===== config.mk =====
export PLATFORM = sky130hd
export DESIGN_NAME = dec3to8_case
export DESIGN_NICKNAME = d
export VERILOG_FILES = /design/src/rtl/dec_pkg.sv /design/src/rtl/dec_onehot_core.sv /design/src/rtl/dec3to8_case.sv
export SDC_FILE = /design/constraint.sdc
export NUM_CORES = 1
export LEC_CHECK = 0
export BUFFER_PORTS_ARGS = -buffer_cell sky130_fd_sc_hd__clkbuf_2
export CAP_MARGIN = 20
export CORE_AREA = 2 2 39 41
export DETAILED_ROUTE_END_ITERATION = 7
export DIE_AREA = 0 0 41 43
export PLACE_DENSITY = 0.63
export SYNTH_ARGS = -nofsm -noshare
export SYNTH_HDL_FRONTEND = slang
export SYNTH_SLANG_ARGS = --single-unit

===== constraint.sdc =====
create_clock -name clk -period 1.2 [get_ports clk]
set_input_delay 0.06 -clock clk [delete_from_list [all_inputs] [get_ports clk]]
set_output_delay 0.06 -clock clk [all_outputs]
set_load 0.05 [all_outputs]

===== src/rtl/dec_pkg.sv =====
// Shared types and reference decode for the 3-to-8 one-hot decoder.
// The optional shift cross-check is enabled by DEC_SHIFT_XCHECK_EN.
package dec_pkg;

    localparam int DEC_IN_W  = 3;
    localparam int DEC_OUT_W = 8;

    typedef logic [DEC_IN_W-1:0]  dec_idx_t;
    typedef logic [DEC_OUT_W-1:0] dec_onehot_t;

    function automatic dec_onehot_t onehot_of(input dec_idx_t idx, input logic en);
        onehot_of = en ? (dec_onehot_t'(1) << idx) : '0;
    endfunction

endpackage


===== src/rtl/dec_onehot_core.sv =====
// Purely combinational case-based binary-to-one-hot decode.
// Unknown or disabled inputs fall into the default arms and produce all zeros.
module dec_onehot_core
    import dec_pkg::*;
#(
    parameter  int IN_W  = DEC_IN_W,
    localparam int OUT_W = 2 ** IN_W
) (
    input  logic             en,
    input  logic [IN_W-1:0]  in,
    output logic [OUT_W-1:0] out
);

    always_comb begin
        out = '0;
        case (en)
            1'b1: begin
                // Exact case matching means an X/Z index hits no arm.
                for (int i = 0; i < OUT_W; i++) begin
                    case (in)
                        IN_W'(i): out[i] = 1'b1;
                        default:  out[i] = 1'b0;
                    endcase
                end
            end
            default: out = '0;
        endcase
    end

endmodule


===== src/rtl/dec3to8_case.sv =====
// Enable-gated one-hot decoder with combinational and registered outputs.
// Define DEC_SHIFT_XCHECK_EN to add a shift-based decode cross-check and xchk_err.
module dec3to8_case
    import dec_pkg::*;
#(
    parameter  int IN_W  = DEC_IN_W,
    localparam int OUT_W = 2 ** IN_W
) (
    input  logic             clk,
    input  logic             rst,
    input  logic             en,
    input  logic [IN_W-1:0]  in,
    output logic [OUT_W-1:0] out,
    output logic [OUT_W-1:0] out_q,
    output logic             out_vld,
    output logic [IN_W-1:0]  out_idx_q
`ifdef DEC_SHIFT_XCHECK_EN
    ,
    output logic             xchk_err
`endif
);

    if (IN_W < 1 || IN_W > 5) begin : g_bad_in_w
        $error("dec3to8_case: IN_W must be in 1..5");
    end

    logic [OUT_W-1:0] w_out;
    logic [OUT_W-1:0] r_out_q;
    logic             r_out_vld;
    logic [IN_W-1:0]  r_out_idx_q;

    dec_onehot_core #(
        .IN_W (IN_W)
    ) u_core (
        .en  (en),
        .in  (in),
        .out (w_out)
    );

    always_ff @(posedge clk or posedge rst) begin
        if (rst) begin
            r_out_q     <= '0;
            r_out_vld   <= 1'b0;
            r_out_idx_q <= '0;
        end else begin
            r_out_q   <= w_out;
            r_out_vld <= en;
            if (en) begin
                r_out_idx_q <= in;
            end
        end
    end

    assign out       = w_out;
    assign out_q     = r_out_q;
    assign out_vld   = r_out_vld;
    assign out_idx_q = r_out_idx_q;

`ifdef DEC_SHIFT_XCHECK_EN
    logic [OUT_W-1:0] w_shift;
    logic             r_xchk_err;

    if (IN_W == DEC_IN_W) begin : g_shift_pkg
        assign w_shift = OUT_W'(onehot_of(in, en));
    end else begin : g_shift_gen
        assign w_shift = en ? (OUT_W'(1) << in) : '0;
    end

    always_ff @(posedge clk or posedge rst) begin
        if (rst) begin
            r_xchk_err <= 1'b0;
        end else begin
            r_xchk_err <= (w_out != w_shift);
        end
    end

    assign xchk_err = r_xchk_err;

`ifndef SYNTHESIS
    always @(posedge clk) begin
        if (!rst && (w_out != w_shift)) begin
            $error("dec3to8_case: case decode %b differs from shift decode %b", w_out, w_shift);
        end
    end
`endif
`endif

endmodule


# Yosys cells after proc, flatten, opt, wreduce, memory -nomap -nowiden
# Cells that the tools add are included.
[totals]
ff_bits = 12
input_bits = 6
out_inout_bits = 20
elab_cells = 20
[classes]
eq_ne = 7
mux = 9
n_reduce_logical = 1
[op_table]
columns = ["op", "n"]
rows = [
  ["equality test 3 bit (second input constant)", 4],
  ["2-to-1 mux 1 bit", 8],
  ["2-to-1 mux 8 bit", 1],
  ["equality test 3 x 2 -> 1 bit (second input constant)", 2],
  ["equality test 3 x 1 -> 1 bit (second input constant)", 1],
  ["logical NOT 3 bit", 1],
]

# Logic depth before layout (Yosys ltp)
[depth]
word_depth = 3
ltp_mapped = 2

# Hierarchy
# Synthesis repeated with hierarchy kept, for this count alone.
[hier_totals]
hier_cells = 24
hier_area_um2 = 432.9
[by_module_without_submodules]
columns = ["module", "instances", "cells_each", "area_each_um2"]
rows = [
  ["dec3to8_case", 1, 16, 337.8],
  ["dec_onehot_core", 1, 8, 95.1],
]

# Worst setup path after synthesis
# No wires, ideal clock.
[synth_path]
kind = "input to register"
startpoint = "in en"
endpoint = "reg r_out_q[0], in the netlist out_q[0]"
setup_ps = 227
arrival_ps = 1102
required_time_ps = 973
setup_slack_ps = -129
cell_stages = 2
cell_sequence = "buf_6 > nor4b_2"
[synth_via]
elab_chain_len = 1
[synth_rtl]
columns = ["item", "line_no", "source"]
rows = [
  ["start, declared", "dec3to8_case.sv:11", "input logic en,"],
  ["2-to-1 mux 8 bit", "dec_onehot_core.sv:16", "case (en)"],
  ["net out[0]", "dec3to8_case.sv:13", "output logic [OUT_W-1:0] out,"],
  ["end signal, assigned", "dec3to8_case.sv:46", "r_out_q <= w_out;"],
  ["end, declared", "dec3to8_case.sv:28", "logic [OUT_W-1:0] r_out_q;"],
]
# The timed path passes the listed nets, and every way through them passes these cells.
# A chain may end at the register's enable or synchronous reset.

# Worst setup path in the final report
[layout_path]
startpoint = "reg r_out_idx_q[2], in the netlist out_idx_q[2]"
endpoint = "out out_idx_q[2]"
[layout_rtl]
columns = ["item", "line_no", "source"]
rows = [
  ["start, declared", "dec3to8_case.sv:30", "logic [IN_W-1:0] r_out_idx_q;"],
  ["start signal, assigned", "dec3to8_case.sv:49", "r_out_idx_q <= in;"],
  ["end, declared", "dec3to8_case.sv:16", "output logic [IN_W-1:0] out_idx_q"],
]
# No word-level cell between the ends.

==> flow_summary_export.csv <==
group,metric,value,unit
drt,drt_iter0_drc,0,
drt,ant_nets,0,
finish,final_area,637,µm²
grt,first_global_vias,301,
critical_path,path_cells,"clkbuf_2",
critical_path,path_buf_inv,1,
synth,synth_nets,31,
synth,syn_inst,25,
clock_network,cts_tree,"built",
clock_network,clock-root-buffer,"clkbuf_4",
clock_network,holdBufCountCts,1,
timing,clock_skew,0,ns
clock_network,clk_latency,0.26,ns
floorplan,ioPinCount,26,
floorplan,floorplan.initialDensity,0.324,
placement,port_buffers,25,
critical_path,critPathSlowestCell,"dfrtp_1",
clock_network,cts_num_sinks,12,
drt,via_count,333,
critical_path,worst_path_dominant_cell_family,"flip-flops",
grt,grt_use_met3,0.0524,
timing,rsz0062_at_grt,"false",
synth,synth_warnings,0,
run_status,status,"completed",
synth,ys_ff_latch,12,
power,combPwrFrac,0.197,
floorplan,dieHeight,43,µm
timing,fin_setup_tns,0,ns
timing,setup_slack,0.235,ns
power,p_clk_frac,0.336,
drt,detail_route.wl_per_cell,12.4,µm
finish,area_growth_syn_to_layout,42.2,%
finish,nNetsFinal,61,
clock_network,cts.reportedPaths.clkPinSlew,0.07,ns
floorplan,coreArea,1380,µm²
synth,syn_area,448,µm²
grt,antenna_found_initial,0,
timing,fin_crit,0.965,ns
timing,worst_pin_slew,0.440,ns
grt,grt_util_all_layers,0.112,
drt,drc,0,
timing,fmaxAchievable,1040,MHz
synth,seq_area_frac_synth,0.670,
timing,setup_viol,0,
placement,placed_area,591,µm²
placement,gp_congestion,0.653,
drt,avgViaCountPerCell,4.76,
finish,final_common_cell,"clkbuf_2",
floorplan,die_area,1760,µm²
grt,grt_pass1_wl,1310,µm
timing,holdWs,0.0614,ns
clock_network,ctsLongestPathBuffers,2,
grt,busiest_layer,"met2",
placement,dp_slack,0.290,ns
critical_path,critPathLaunchType,"flip-flop",
critical_path,critPathMaxFanout,2,
floorplan,die_w,41,µm
synth,syn_avg_cell_area,17.9,µm²
timing,slew_viol_final,0,
power,peakVddDrop,0.593,mV
grt,grt_overflow,0,
critical_path,crit_arrival,0.91,ns
finish,n_antenna_cell,0,
clock_network,htree_levels,1,
power,seq_power_share,0.466,
grt,grt_util_met2,0.156,
clock_network,post_cts_resized,0,
critical_path,path_class,"flip-flop to output pin",
finish,drive_gt1_frac,0.648,
drt,dr.pass1.iters,1,
finish,layout_common_cells,"25 x clkbuf_2, 12 x dfrtp_1, 3 x and4b_1, 3 x clkbuf_4",
timing,slew-limit-headroom,0.706,
synth,ys_types,10,
grt,met1_usage,0.138,
job,maxCapViolCount,0,
critical_path,r2r_setup_slack,0.43,ns
critical_path,crit_required,1.14,ns
critical_path,end_kind,"output pin",
clock_network,numCtsBuffers,3,
power,leakage,0.362,nW
power,p_sw,0.000269,W
power,powerDensity,1450,nW/µm²
drt,routed_wl,868,µm
timing,hold_viol_final,0,
power,power.internal,0.000654,W
clock_network,cts_setup_buffers,0,
critical_path,slowest_delay,0.36,ns
floorplan,num_rows,14,
timing,post-route-period-util,0.804,
min_path,hp-class,"primary input to flip-flop",
grt,grt_start_max_net_pins,13,
power,switching_share,0.291,
[sequential cells by signal (all words and copies together), names as in the netlist]
signal / cells
out_idx_q: 3
out_q: 8
out_vld: 1
[metal layers]
layer	part of all wire	vias to the layer above
met5	0	-
met4	0	0
met3	0.074	0
met2	0.52	14
met1	0.41	167
li1	-	152
[cells in the mapped netlist]
master     n  area share
dfrtp_1   12        0.67
and4b_1    3       0.067
and4bb_2   2       0.056
mux2_4     2       0.067
and4_1     1       0.020
and4bb_1   1       0.028
buf_6      1       0.025
inv_1      1      0.0084
mux2_2     1       0.025
nor4b_2    1       0.034
[power by group through the flow]
stage / registers, W / logic [W] / clock network [W]
after global placement: 0.000438 / 0.000179 / 0
after detailed placement: 0.000439 / 0.000181 / 0
after global routing: 0.000432 / 0.000193 / 0.000340
after floorplan: 0.000505 / 0.0000657 / 0
final: 0.000430 / 0.000182 / 0.000310
after CTS: 0.000430 / 0.000184 / 0.000322
[final cells by class]
| cell class | instances | area [µm²] |
|---|---|---|
| Fill cell | 137 | 747 |
| Sequential cell | 12 | 300 |
| Multi-Input combinational cell | 11 | 141 |
| Timing Repair Buffer | 26 | 135 |
| Clock buffer | 4 | 36.3 |
| Tap cell | 16 | 20.0 |
| Inverter | 1 | 3.75 |
[cell families after synthesis]
logic type	Yosys count	share of synthesized area
DFF	12	0.670
and+or+nand+nor	8	0.204
muxes	3	0.0922
buffers and inverters	2	0.0335
[per-stage QoR]
stage               total power, W  utilization  std cells
floorplan                 0.000571            -         25
global placement          0.000618        0.427         65
detailed placement        0.000620        0.427         65
CTS                       0.000937        0.460         70
global route              0.000965        0.460         70
finish                    0.000923        0.460         70
[path summary, 6_finish.rpt]
check | from | endpoint | cells after the start
worst max-delay path | out_idx_q[2] | out_idx_q[2] | 1
worst min-delay path | en | out_vld | 1
worst max register to register | out_idx_q[2] | out_idx_q[2] | 1
worst min register to register | out_idx_q[1] | out_idx_q[1] | 1
max in group asynchronous | rst | out_idx_q[1] | 3
min in group asynchronous | rst | out_q[3] | 3
Note: power is estimated with default switching activity, not from simulation.
